## config.mk

```make
export PLATFORM = sky130hd
export DESIGN_NAME = inst_fetch_queue
export DESIGN_NICKNAME = d
export VERILOG_FILES = /design/src/rtl/cpu6502_pkg.sv /design/src/rtl/opcode_len.sv /design/src/rtl/inst_fetch_queue.sv
export SDC_FILE = /design/constraint.sdc
export NUM_CORES = 1
export LEC_CHECK = 0
export CAP_MARGIN = 40
export CORE_ASPECT_RATIO = 0.5
export CORE_MARGIN = 2
export CORE_UTILIZATION = 35
export DETAILED_ROUTE_END_ITERATION = 16
export SKIP_CTS_REPAIR_TIMING = 1
export SLEW_MARGIN = 0
export SYNTH_ARGS = -nofsm -noshare
export SYNTH_HDL_FRONTEND = slang
export SYNTH_SLANG_ARGS = --single-unit
```

## constraint.sdc

```tcl
create_clock -name clk -period 12 [get_ports clk]
set_input_delay 1.8 -clock clk [delete_from_list [all_inputs] [get_ports clk]]
set_output_delay 1.8 -clock clk [all_outputs]
set_load 0.005 [all_outputs]
```

## src/rtl/cpu6502_pkg.sv

```systemverilog
// ---------------------------------------------------------------------------
// cpu6502_pkg
// Shared definitions for the 6502 front end (fetch queue and decoder).
//   ADDR_W / DATA_W    : address and data bus widths
//   inst_len_t         : instruction length in bytes, legal values 1..3
//   RESET_PC_DEFAULT   : default fetch PC after reset
//   fetch_state_t      : fetch FSM states
// ---------------------------------------------------------------------------
package cpu6502_pkg;

    localparam int ADDR_W = 16;
    localparam int DATA_W = 8;

    localparam logic [ADDR_W-1:0] RESET_PC_DEFAULT = 16'h0000;

    typedef logic [1:0] inst_len_t;

    typedef enum logic {
        FETCH_IDLE,
        FETCH_REQ
    } fetch_state_t;

endpackage

```

## src/rtl/opcode_len.sv

```systemverilog
// ---------------------------------------------------------------------------
// opcode_len
// Combinational 6502 instruction length lookup, shared by the fetch queue
// and the decoder.
//   opcode : in  8  opcode byte (aaabbbcc)
//   len    : out 2  instruction length in bytes, 1..3
// ---------------------------------------------------------------------------
module opcode_len
    import cpu6502_pkg::*;
(
    input  logic [DATA_W-1:0] opcode,
    output inst_len_t         len
);

    logic [2:0] bbb;
    logic [1:0] cc;

    assign bbb = opcode[4:2];
    assign cc  = opcode[1:0];

    // BRK/RTI/RTS are single-byte even though their bbb field suggests
    // otherwise, and JSR abs is three bytes; everything else follows the
    // addressing-mode field.
    always_comb begin
        len = 2'd1;
        if (opcode == 8'h00 || opcode == 8'h40 || opcode == 8'h60) begin
            len = 2'd1;
        end else if (opcode == 8'h20) begin
            len = 2'd3;
        end else begin
            case (cc)
                2'b01: begin
                    if (bbb == 3'b011 || bbb == 3'b110 || bbb == 3'b111)
                        len = 2'd3;
                    else
                        len = 2'd2;
                end
                2'b00, 2'b10: begin
                    case (bbb)
                        3'b000, 3'b001, 3'b100, 3'b101: len = 2'd2;
                        3'b010, 3'b110:                 len = 2'd1;
                        default:                        len = 2'd3;
                    endcase
                end
                default: len = 2'd1;
            endcase
        end
    end

endmodule

```

## src/rtl/inst_fetch_queue.sv

```systemverilog
// ---------------------------------------------------------------------------
// inst_fetch_queue
// 6502 instruction fetch stage. Prefetches bytes from a byte-wide memory
// port into a circular queue and presents one whole instruction per
// valid/ready handshake. Redirects flush the queue and restart fetch.
//   clk, rst_n        : clock, asynchronous active-low reset
//   mem_req/mem_addr  : byte read request, held until mem_ack
//   mem_ack/mem_rdata : request accepted, read byte valid same cycle
//   inst_valid/ready  : instruction handshake to the decoder
//   inst_opcode/op_lo/op_hi/len/pc : instruction fields
//   redirect_valid/pc : flush and restart fetch at redirect_pc
// ---------------------------------------------------------------------------
module inst_fetch_queue
    import cpu6502_pkg::*;
#(
    parameter int                QDEPTH   = 4,
    parameter logic [ADDR_W-1:0] RESET_PC = RESET_PC_DEFAULT
) (
    input  logic              clk,
    input  logic              rst_n,
    output logic              mem_req,
    output logic [ADDR_W-1:0] mem_addr,
    input  logic              mem_ack,
    input  logic [DATA_W-1:0] mem_rdata,
    output logic              inst_valid,
    input  logic              inst_ready,
    output logic [DATA_W-1:0] inst_opcode,
    output logic [DATA_W-1:0] inst_op_lo,
    output logic [DATA_W-1:0] inst_op_hi,
    output inst_len_t         inst_len,
    output logic [ADDR_W-1:0] inst_pc,
    input  logic              redirect_valid,
    input  logic [ADDR_W-1:0] redirect_pc
);

    localparam int PTR_W = $clog2(QDEPTH);
    localparam int CNT_W = PTR_W + 1;
    localparam logic [CNT_W-1:0] FULL = CNT_W'(QDEPTH);

    logic [DATA_W-1:0] queue [QDEPTH];
    logic [PTR_W-1:0]  head, tail, head_p1, head_p2;
    logic [CNT_W-1:0]  count, count_next;
    logic [ADDR_W-1:0] fetch_pc, head_pc, held_addr;
    logic              discard;
    logic              ack_seen, push, fire;
    fetch_state_t      state, state_next;

    opcode_len u_opcode_len (
        .opcode (inst_opcode),
        .len    (inst_len)
    );

    // While a discarded request is still outstanding the address must stay
    // on the one that was issued, even though fetch_pc already points at the
    // redirect target.
    assign mem_req  = (state == FETCH_REQ);
    assign mem_addr = discard ? held_addr : fetch_pc;

    assign head_p1     = head + PTR_W'(1);
    assign head_p2     = head + PTR_W'(2);
    assign inst_opcode = queue[head];
    assign inst_op_lo  = (inst_len >= 2'd2) ? queue[head_p1] : '0;
    assign inst_op_hi  = (inst_len == 2'd3) ? queue[head_p2] : '0;
    assign inst_pc     = head_pc;
    assign inst_valid  = (count >= CNT_W'(inst_len));

    // A redirect blocks both the push and the pop of its cycle.
    assign ack_seen = mem_req & mem_ack;
    assign push     = ack_seen & ~discard & ~redirect_valid;
    assign fire     = inst_valid & inst_ready & ~redirect_valid;

    always_comb begin
        count_next = count;
        if (redirect_valid)
            count_next = '0;
        else
            count_next = count + CNT_W'(push) - (fire ? CNT_W'(inst_len) : '0);
    end

    // Fetch FSM: keep one request outstanding as long as the queue will
    // still have room for the byte it returns.
    always_comb begin
        state_next = state;
        case (state)
            FETCH_IDLE: begin
                if (count < FULL)
                    state_next = FETCH_REQ;
            end
            FETCH_REQ: begin
                if (ack_seen && count_next >= FULL)
                    state_next = FETCH_IDLE;
            end
            default: state_next = FETCH_IDLE;
        endcase
    end

    always_ff @(posedge clk or negedge rst_n) begin
        if (!rst_n) begin
            state     <= FETCH_IDLE;
            count     <= '0;
            head      <= '0;
            tail      <= '0;
            fetch_pc  <= RESET_PC;
            head_pc   <= RESET_PC;
            held_addr <= RESET_PC;
            discard   <= 1'b0;
            for (int i = 0; i < QDEPTH; i++)
                queue[i] <= '0;
        end else begin
            state <= state_next;
            count <= count_next;
            if (redirect_valid) begin
                head     <= tail;
                fetch_pc <= redirect_pc;
                head_pc  <= redirect_pc;
                // An unacknowledged request cannot be withdrawn; remember
                // to drop its byte. An ack in this cycle retires it here.
                if (mem_req && !mem_ack) begin
                    discard   <= 1'b1;
                    held_addr <= mem_addr;
                end else begin
                    discard <= 1'b0;
                end
            end else begin
                if (ack_seen) begin
                    if (discard)
                        discard <= 1'b0;
                    else
                        fetch_pc <= fetch_pc + 16'd1;
                end
                if (push) begin
                    queue[tail] <= mem_rdata;
                    tail        <= tail + PTR_W'(1);
                end
                if (fire) begin
                    head    <= head + PTR_W'(inst_len);
                    head_pc <= head_pc + ADDR_W'(inst_len);
                end
            end
        end
    end

endmodule

```

After elaboration in Yosys (flattened, before gate mapping)
Index checks and enable logic that the tools add are counted.

Add/sub/neg operators: 8. Equal/unequal tests: 14. Bitwise gates (word level): 12. Mux-type cells: 35. Reduce and logical (&&, ||, !) cells: 19. $lt $le $gt $ge: 9.

Operator list (number): 16-bit two-way mux (6); 8-bit two-way mux (9); 8-bit binary-select mux with 2-bit select (3); 32-bit bitwise mux (1); 16-bit by 1-bit adder with 16-bit output, second input constant (1); 16-bit by 2-bit adder with 16-bit output (1); 8-bit demux with 2-bit select (1); 8-bit by 7-bit equality test with 1-bit output, second input constant (2); 3-bit >= comparator, second input constant (5); 3-bit equality test, second input constant (4); 2-bit NOT with 3-bit output (4); 2-bit two-way mux (5); 8-bit by 6-bit equality test with 1-bit output, second input constant (1); 8-bit logical NOT (1); 2-bit case mux with 2 select lines (2); 3-bit by 2-bit equality test with 1-bit output, second input constant (2); 1-bit two-way mux (6); 2-bit AND reduction (3); 1-bit AND (5); 2-bit by 1-bit adder with 2-bit output, second input constant (2); 2-bit equality test, second input constant (2); 1-bit logical OR (4); 2-bit nonzero test (2); 2-bit OR reduction (2); other kinds (19) (23).

Input port bits: 29. Output and inout port bits: 60. Bits in registers: 89.

Depth between registers and ports, before layout
Gate-level depths: netlist of the first run.

Depth after elaboration: 21. Mapped depth: 20. Depth with buffers taken out: 18.

Hierarchy
A second synthesis of the first run with hierarchy kept.

Cell total of the unflattened synthesis: 437. Area total of the unflattened synthesis: 5263.8 µm².

By module, submodules not included: inst_fetch_queue (seq. area each 2227.1 µm², area each 5203.7 µm², instances 1, cells an instance 427); opcode_len (seq. area each 0.0 µm², area each 60.1 µm², instances 1, cells an instance 10).

Worst setup path before layout of the first run
No wires, ideal clock.

Kind: register to output. Start point: reg head[0]. End point: out inst_valid. Arrival: 2.516 ns. Required time: 10.200 ns. Setup slack: 7.684 ns. Cell stages (with the launch flop): 11. Cell sequence: dfrtp_1 > buf_6 > buf_12 > mux4_2 > nor2_4 > nand2_1 > o211ai_1 > ha_1 > nand2b_1 > a211oi_1 > inv_1.

Elaborated cells between the ends (all ways): 32. Those cells by class: 1 x order compare; 12 x eq/ne; 8 x mux; 1 x bitwise; 10 x reduce/logical.

RTL lines: from (decl) (line inst_fetch_queue.sv:41) `logic [PTR_W-1:0] head, tail, head_p1, head_p2;`; from (signal assigned) (line inst_fetch_queue.sv:113) `head <= tail;`; from (signal assigned) (line inst_fetch_queue.sv:136) `head <= head + PTR_W'(inst_len);`; 2-bit NOT with 3-bit output (implied by the code) * (line inst_fetch_queue.sv:61) `assign inst_opcode = queue[head];`; 8-bit binary-select mux with 2-bit select * (line inst_fetch_queue.sv:61); 8-bit two-way mux (implied by the code) * (2 in a row) (line inst_fetch_queue.sv:61); named net inst_opcode[7] (line inst_fetch_queue.sv:27) `output logic [DATA_W-1:0] inst_opcode,`; 8-bit by 7-bit equality test with 1-bit output / 8-bit logical NOT (equally long branches) (line opcode_len.sv:26) `if (opcode == 8'h00 || opcode == 8'h40 || opcode == 8'h60) begin`; 1-bit logical OR (2 in a row) (line opcode_len.sv:26); 2-bit two-way mux * (line opcode_len.sv:26); named net inst_len[0] (line inst_fetch_queue.sv:30) `output inst_len_t inst_len,`; 3-bit by 2-bit >= comparator with 1-bit output * (line inst_fetch_queue.sv:65) `assign inst_valid = (count >= CNT_W'(inst_len));`; to (decl) (line inst_fetch_queue.sv:25) `output logic inst_valid,`.

Mark *: on every way through the listed nets, which the timed path passes. The rest lies on a longest branch. The select of a mux whose other input is x is not followed.

Final worst setup path of the first run
Start point: reg head[0]. End point: out inst_valid.

Longest elaborated chain between the ends: 12. Elaborated cells between the ends (all ways): 32. Those cells by class: 1 x order compare; 12 x eq/ne; 8 x mux; 1 x bitwise; 10 x reduce/logical.

RTL lines (line): 2-bit NOT with 3-bit output (implied by the code) * (inst_fetch_queue.sv:61); 8-bit binary-select mux with 2-bit select * (inst_fetch_queue.sv:61); 8-bit two-way mux (implied by the code) * (2 in a row) (inst_fetch_queue.sv:61); branches (longest 6 deep; another with 4-bit OR reduction); 2-bit two-way mux * (opcode_len.sv:26); 3-bit by 2-bit >= comparator with 1-bit output * (inst_fetch_queue.sv:65).

Every way passes the cells marked *. The select of a mux whose other input is x is not followed.

==> impl_metrics.toml, run 1 <==
[drt]
drc = 0
postRouteWirelength_um = 11700
antenna_left = 0
vias_per_cell = 5.00
dr.pass1.iters = 4
via_count = 3495
drtIter0Drc = 157
wl_per_cell_um = 16.8

[yosys]
synth_adder_area_share_pct = 3.98
synthSimpleGateAreaFrac_pct = 10.3
synth_xor_area_share_pct = 5.68
synth_edf_count = 0
synthArstFlopShare_pct = 100
yosysUniqueCellTypes = 43
ys_seq_elements = 89
synth_area_per_cell_um2 = 12.5
ys.flop_type = "dfrtp_1"
synth_top_family_by_area = "multiplexers"
ys_seq_area_share_pct = 43.7
yosysTopAreaCellShare_pct = 43.7
yosys.area.top_type = "dfrtp_1"
synth_area_leaders = "dfrtp_1 (44%), mux2_2 (20%), mux4_2 (8.8%)"
syn_inst = 406
synth_compound_area_share_pct = 2.73
synth_nets = 450
synthMuxAreaShare_pct = 30.6
syn_area_um2 = 5090
yosysWarningCount = 0

[worst_setup_path]
critical_path_peak_fanout = 14
cp-start-kind = "register"
worstPathArrival_ns = 4.18
worstSetupPathType = "register to primary output"
end_kind = "primary output"
required_ns = 10.20

[die]
core-area_um2 = 14400
io_pins = 89
start_util_pct = 35.5
die_x_um = 175
dieHeight_um = 89.3
dieArea_um2 = 15600
std_cell_rows = 31

[clock_network]
clock-root-buffer = "clkbuf_16"
cts_sinks = 89
cts_tree = "yes"
h-tree-depth = 3
clkTransAtPathRegs_ns = 0.06
clock_path_buffers = 2
clk_latency_ns = 0.34
cts_buffers = 9

[timing]
setup_viol = 0
fin_skew_ns = 0.00873
fmax_ghz = 0.167
tightest_slew_ns = 0.883
drv_slew = 0
setup_tns_ns = 0
period_share_pct = 49.8
rsz0062_at_grt = "no"
fin_ws_ns = 6.02
fin_crit_ns = 5.98
slew_headroom_pct = 40.7
final-hold-violation-count = 0

[global_routing]
grt_pass1_vias = 3609
grt_max_degree = 53
grt_usage_pct = 15.9
overflow = 0
antenna_found_initial = 0
grt_pass1_wl_um = 19200

[outcome]
status = "completed"

[hold_path]
hold_class = "register to register"

[power_and_ir_drop]
total_power_w = 0.00187
vdd_drop_max_v = 0.000106
powerDensity_nw_per_um2 = 287
p_leak_nw = 2.63

[placed_design]
io_buffers = 88
gp_congestion = 0.727
placed_area_um2 = 6210
dp_slack_ns = 6.35
dpl.hpwl_um = 8470

[finish]
n_antenna_cell = 0
drive_gt1_share_pct = 27.7
fin_nets = 540
fin_util_pct = 45.3
area_growth_pct = 27.8
postLayoutCellArea_um2 = 6510

[flow_run]
maxCapViolations = 0
==> layer usage <==
metal / vias up / track usage [%] / routed length [µm]
met5: - / 0 / 0
met4: 0 / 3.64 / 106
met3: 12 / 3.74 / 489
met2: 73 / 25.9 / 5270
met1: 1770 / 22.0 / 5850
li1: 1640 / - / -
==> flip-flops by register name, indices dropped and copies added, names as in the netlist <==
name	flops
fetch_pc	16
tail	2
head	2
count	3
queue	32
mem_req	1
inst_pc	16
discard	1
held_addr	16
==> path summary, 6_finish.rpt <==
check / from / endpoint / slack (ns) / cells after the start
max in group asynchronous: rst_n / queue[3] / 9.49 / 2
min in group asynchronous: rst_n / held_addr[9] / 1.42 / 1
worst min register to register: held_addr[4] / held_addr[4] / 0.50 / 1
worst max register to register: head[0] / mem_req / 6.66 / 19
worst min-delay path: held_addr[4] / held_addr[4] / 0.50 / 1
worst max-delay path: head[0] / inst_valid / 6.02 / 10
==> power breakdown <==
group | switching [W] | total [W] | leakage [nW] | internal [W]
clock | 0.000121 | 0.000284 | 0.139 | 0.000162
sequential | 0.000113 | 0.000528 | 1.06 | 0.000414
combinational | 0.000422 | 0.00106 | 1.43 | 0.000633
total | 0.000657 | 0.00187 | 2.63 | 0.00121
==> placed cells by master (no fill, tap or decap), types with 3 or more instances in the layout <==
cell type,netlist,routed
mux2_2,89,89
buf_4,0,6
nand4_1,7,7
nor2_1,20,20
a21oi_1,8,8
clkbuf_16,0,9
and4_1,3,3
mux2i_1,4,4
xnor2_1,19,19
ha_1,13,13
nor3_1,7,7
and3_1,3,3
dfrtp_1,89,89
nor2b_1,19,19
xor2_1,14,14
clkdlybuf4s50_1,0,87
nand3_1,5,5
o21ai_0,5,5
inv_1,15,15
mux4_2,20,20
nand2_1,22,22
==> logic make-up after synthesis <==
family	after synthesis
AOI/OAI and AO/OA	22
adders and majority gates	15
buffers and inverters	32
and+or+nand+nor	99
muxes	116
DFF	89
xor gates and xnor gates	33
==> critical path, cell delays in order (launching register included) <==
cell and delay [ns]:
dfrtp_1 0.77, buf_4 0.36, mux4_2 0.60, nor2_4 0.15, nand2_1 0.07, o211ai_1 0.47, ha_1 0.33, nand2b_1 0.14
a211oi_1 0.34, inv_1 0.14, clkdlybuf4s50_1 0.47
==> synth_stat cells, types with 3 or more instances <==
library cell and number:
xnor2_1 19, clkbuf_1 11, nand2_1 22, and3_1 3, nor3_1 7, o21ai_0 5
nand4_1 7, nor2_1 20, dfrtp_1 89, inv_1 15, xor2_1 14, nor2b_1 19
mux4_2 20, a21oi_1 8, mux2_2 89, buf_2 3, ha_1 13, mux2i_1 4
and4_1 3, nand3_1 5
==> area by class of cell <==
type	instances	area (µm²)
clock inverters	6	67.6
clock buffers	10	229
multi-input cells	285	2720
repair buffers	95	958
well taps	198	248
inverters	16	60.1
flip-flops and latches	89	2230
fillers	1355	7850
==> metrics by stage <==
step	instances	hold WS (ns)
after global routing	699	0.513
after detailed placement	683	0.487
after CTS	699	0.502
after global placement	681	0.482
final	699	0.500
after floorplan	406	0.474
No activity file was read; power rests on OpenSTA's default activity.
==> run 2, diff against run 1 <==
Clock period 12 ns to 6.1 ns, I/O delays scaled along.
==> impl_metrics.toml, run 2 (synthesis gave the netlist of run 1 again) <==
[outcome]
status = "completed"

[timing]
fin_skew_ns = 0.00818
final-hold-violation-count = 0
setup_tns_ns = 0
setup_viol = 0
rsz0062_at_grt = "no"
fmax_ghz = 0.210
slew_headroom_pct = 42.8
tightest_slew_ns = 0.859
drv_slew = 0
fin_crit_ns = 4.77
period_share_pct = 78.2
fin_ws_ns = 1.33

[global_routing]
antenna_found_initial = 0
overflow = 0
grt_usage_pct = 15.9
grt_pass1_wl_um = 19100
grt_max_degree = 55
grt_pass1_vias = 3608

[drt]
drtIter0Drc = 171
dr.pass1.iters = 4
postRouteWirelength_um = 11700
via_count = 3498
drc = 0
wl_per_cell_um = 16.6
vias_per_cell = 4.98
antenna_left = 0

[clock_network]
h-tree-depth = 3
cts_tree = "yes"
clk_latency_ns = 0.34
clock-root-buffer = "clkbuf_16"
cts_buffers = 9
clkTransAtPathRegs_ns = 0.07
clock_path_buffers = 2
cts_sinks = 89

[finish]
drive_gt1_share_pct = 28.2
regMostFlops = "queue"
largest_register_ffs = 32
fillerInstances = 1346
n_antenna_cell = 0
fin_nets = 543
final_cell_mix = "mux2_2 (89), dfrtp_1 (89), clkdlybuf4s50_1 (87), nand2_1 (22)"
area_growth_pct = 28.4

[power_and_ir_drop]
p_leak_nw = 2.65
vdd_drop_max_v = 0.000201
powerDensity_nw_per_um2 = 564

[placed_design]
io_buffers = 88
gp_congestion = 0.720
dp_slack_ns = 1.34
dpl.hpwl_um = 8390

[worst_setup_path]
required_ns = 6.32
critPathMaxStageDelay_ns = 0.78
end_kind = "register"
critical-path-slowest-cell = "dfrtp_1"
critical_path_peak_fanout = 13
worstSetupPathType = "register to register"
cp-start-kind = "register"
critPathTopFamily = "adder cells"
cpMostUsedCell = "ha_1"
worstPathArrival_ns = 4.98
cp_num_buf_inv = 4
path_cells = "buf_4 -> mux4_2 -> nor2_2 -> a21bo_2 -> o211ai_1 -> buf_4 -> ha_1 -> nand2b_1 -> a211oi_1 -> inv_1 -> nand2_1 -> nor2_1 -> and2_1 -> ha_1 -> inv_1 -> ha_1 -> fa_1 -> xnor2_1 -> nor2_1 -> a31oi_1"

[die]
start_util_pct = 35.5
core-area_um2 = 14400
die_x_um = 175
io_pins = 89
std_cell_rows = 31
dieHeight_um = 89.3
dieArea_um2 = 15600

[hold_path]
hold_class = "primary input to asynchronous set/reset pin"

[flow_run]
maxCapViolations = 0
-- run 2: cell types whose count changed in the layout (fill, tap and decap cells not counted) --
cell	delta
clkbuf_8	+1
buf_4	+3
clkinv_2	-1
-- run 2: layer usage --
metal | routed length [µm] | vias up | GRT usage, %
met2 | 5350 | 68 | 26.4
met3 | 466 | 11 | 4.29
li1 | - | 1652 | -
met5 | 0 | - | 0
met1 | 5710 | 1767 | 21.0
met4 | 136 | 0 | 4.17
-- run 2: final cells by class --
cell class / instances / area (µm²) / share of cell area (%)
multi-input cells: 285 / 2720 / 41.6
clock buffers: 11 / 243 / 3.71
inverters: 16 / 60.1 / 0.919
flip-flops and latches: 89 / 2230 / 34.1
repair buffers: 98 / 981 / 15.0
clock inverters: 5 / 62.6 / 0.957
well taps: 198 / 248 / 3.79
-- run 2: through the flow --
step	cell area (µm²)	total power (W)	utilization, %	std cells	hold slack [ns]
after floorplan	5090	0.00222	-	406	0.474
after global placement	6190	0.00312	43.1	684	0.481
after detailed placement	6230	0.00315	43.4	686	0.487
after CTS	6540	0.00374	45.6	702	0.422
after global routing	6540	0.00399	45.6	702	0.424
final	6540	0.00369	45.6	702	0.424
-- run 2: worst register-to-register path, cell delays in order (launching register included) --
cell and delay, ns:
dfrtp_1 0.78, buf_4 0.31, mux4_2 0.34, nor2_2 0.18, a21bo_2 0.15, o211ai_1 0.08
buf_4 0.17, ha_1 0.26, nand2b_1 0.14, a211oi_1 0.34, inv_1 0.13, nand2_1 0.28
nor2_1 0.12, and2_1 0.17, ha_1 0.27, inv_1 0.04, ha_1 0.18, fa_1 0.38
xnor2_1 0.14, nor2_1 0.13, a31oi_1 0.10
-- run 2: path summary, 6_finish.rpt --
| check | start | to | slack, ns | depth (start not counted) |
|---|---|---|---|---|
| hold reg to reg | held_addr[7] | held_addr[7] | 0.50 | 1 |
| setup reg to reg | head[0] | mem_req | 1.33 | 20 |
| max in group asynchronous | rst_n | queue[16] | 4.79 | 3 |
| min in group clk | held_addr[7] | held_addr[7] | 0.50 | 1 |
| hold / removal | rst_n | held_addr[10] | 0.42 | 1 |
| setup / recovery | head[0] | mem_req | 1.33 | 20 |
-- run 2: report_power, final --
| part | internal (W) | total [W] | switching (W) | leakage (nW) |
|---|---|---|---|---|
| logic | 0.00125 | 0.00206 | 0.000807 | 1.45 |
| registers | 0.000815 | 0.00106 | 0.000242 | 1.06 |
| clock network | 0.000331 | 0.000569 | 0.000238 | 0.142 |
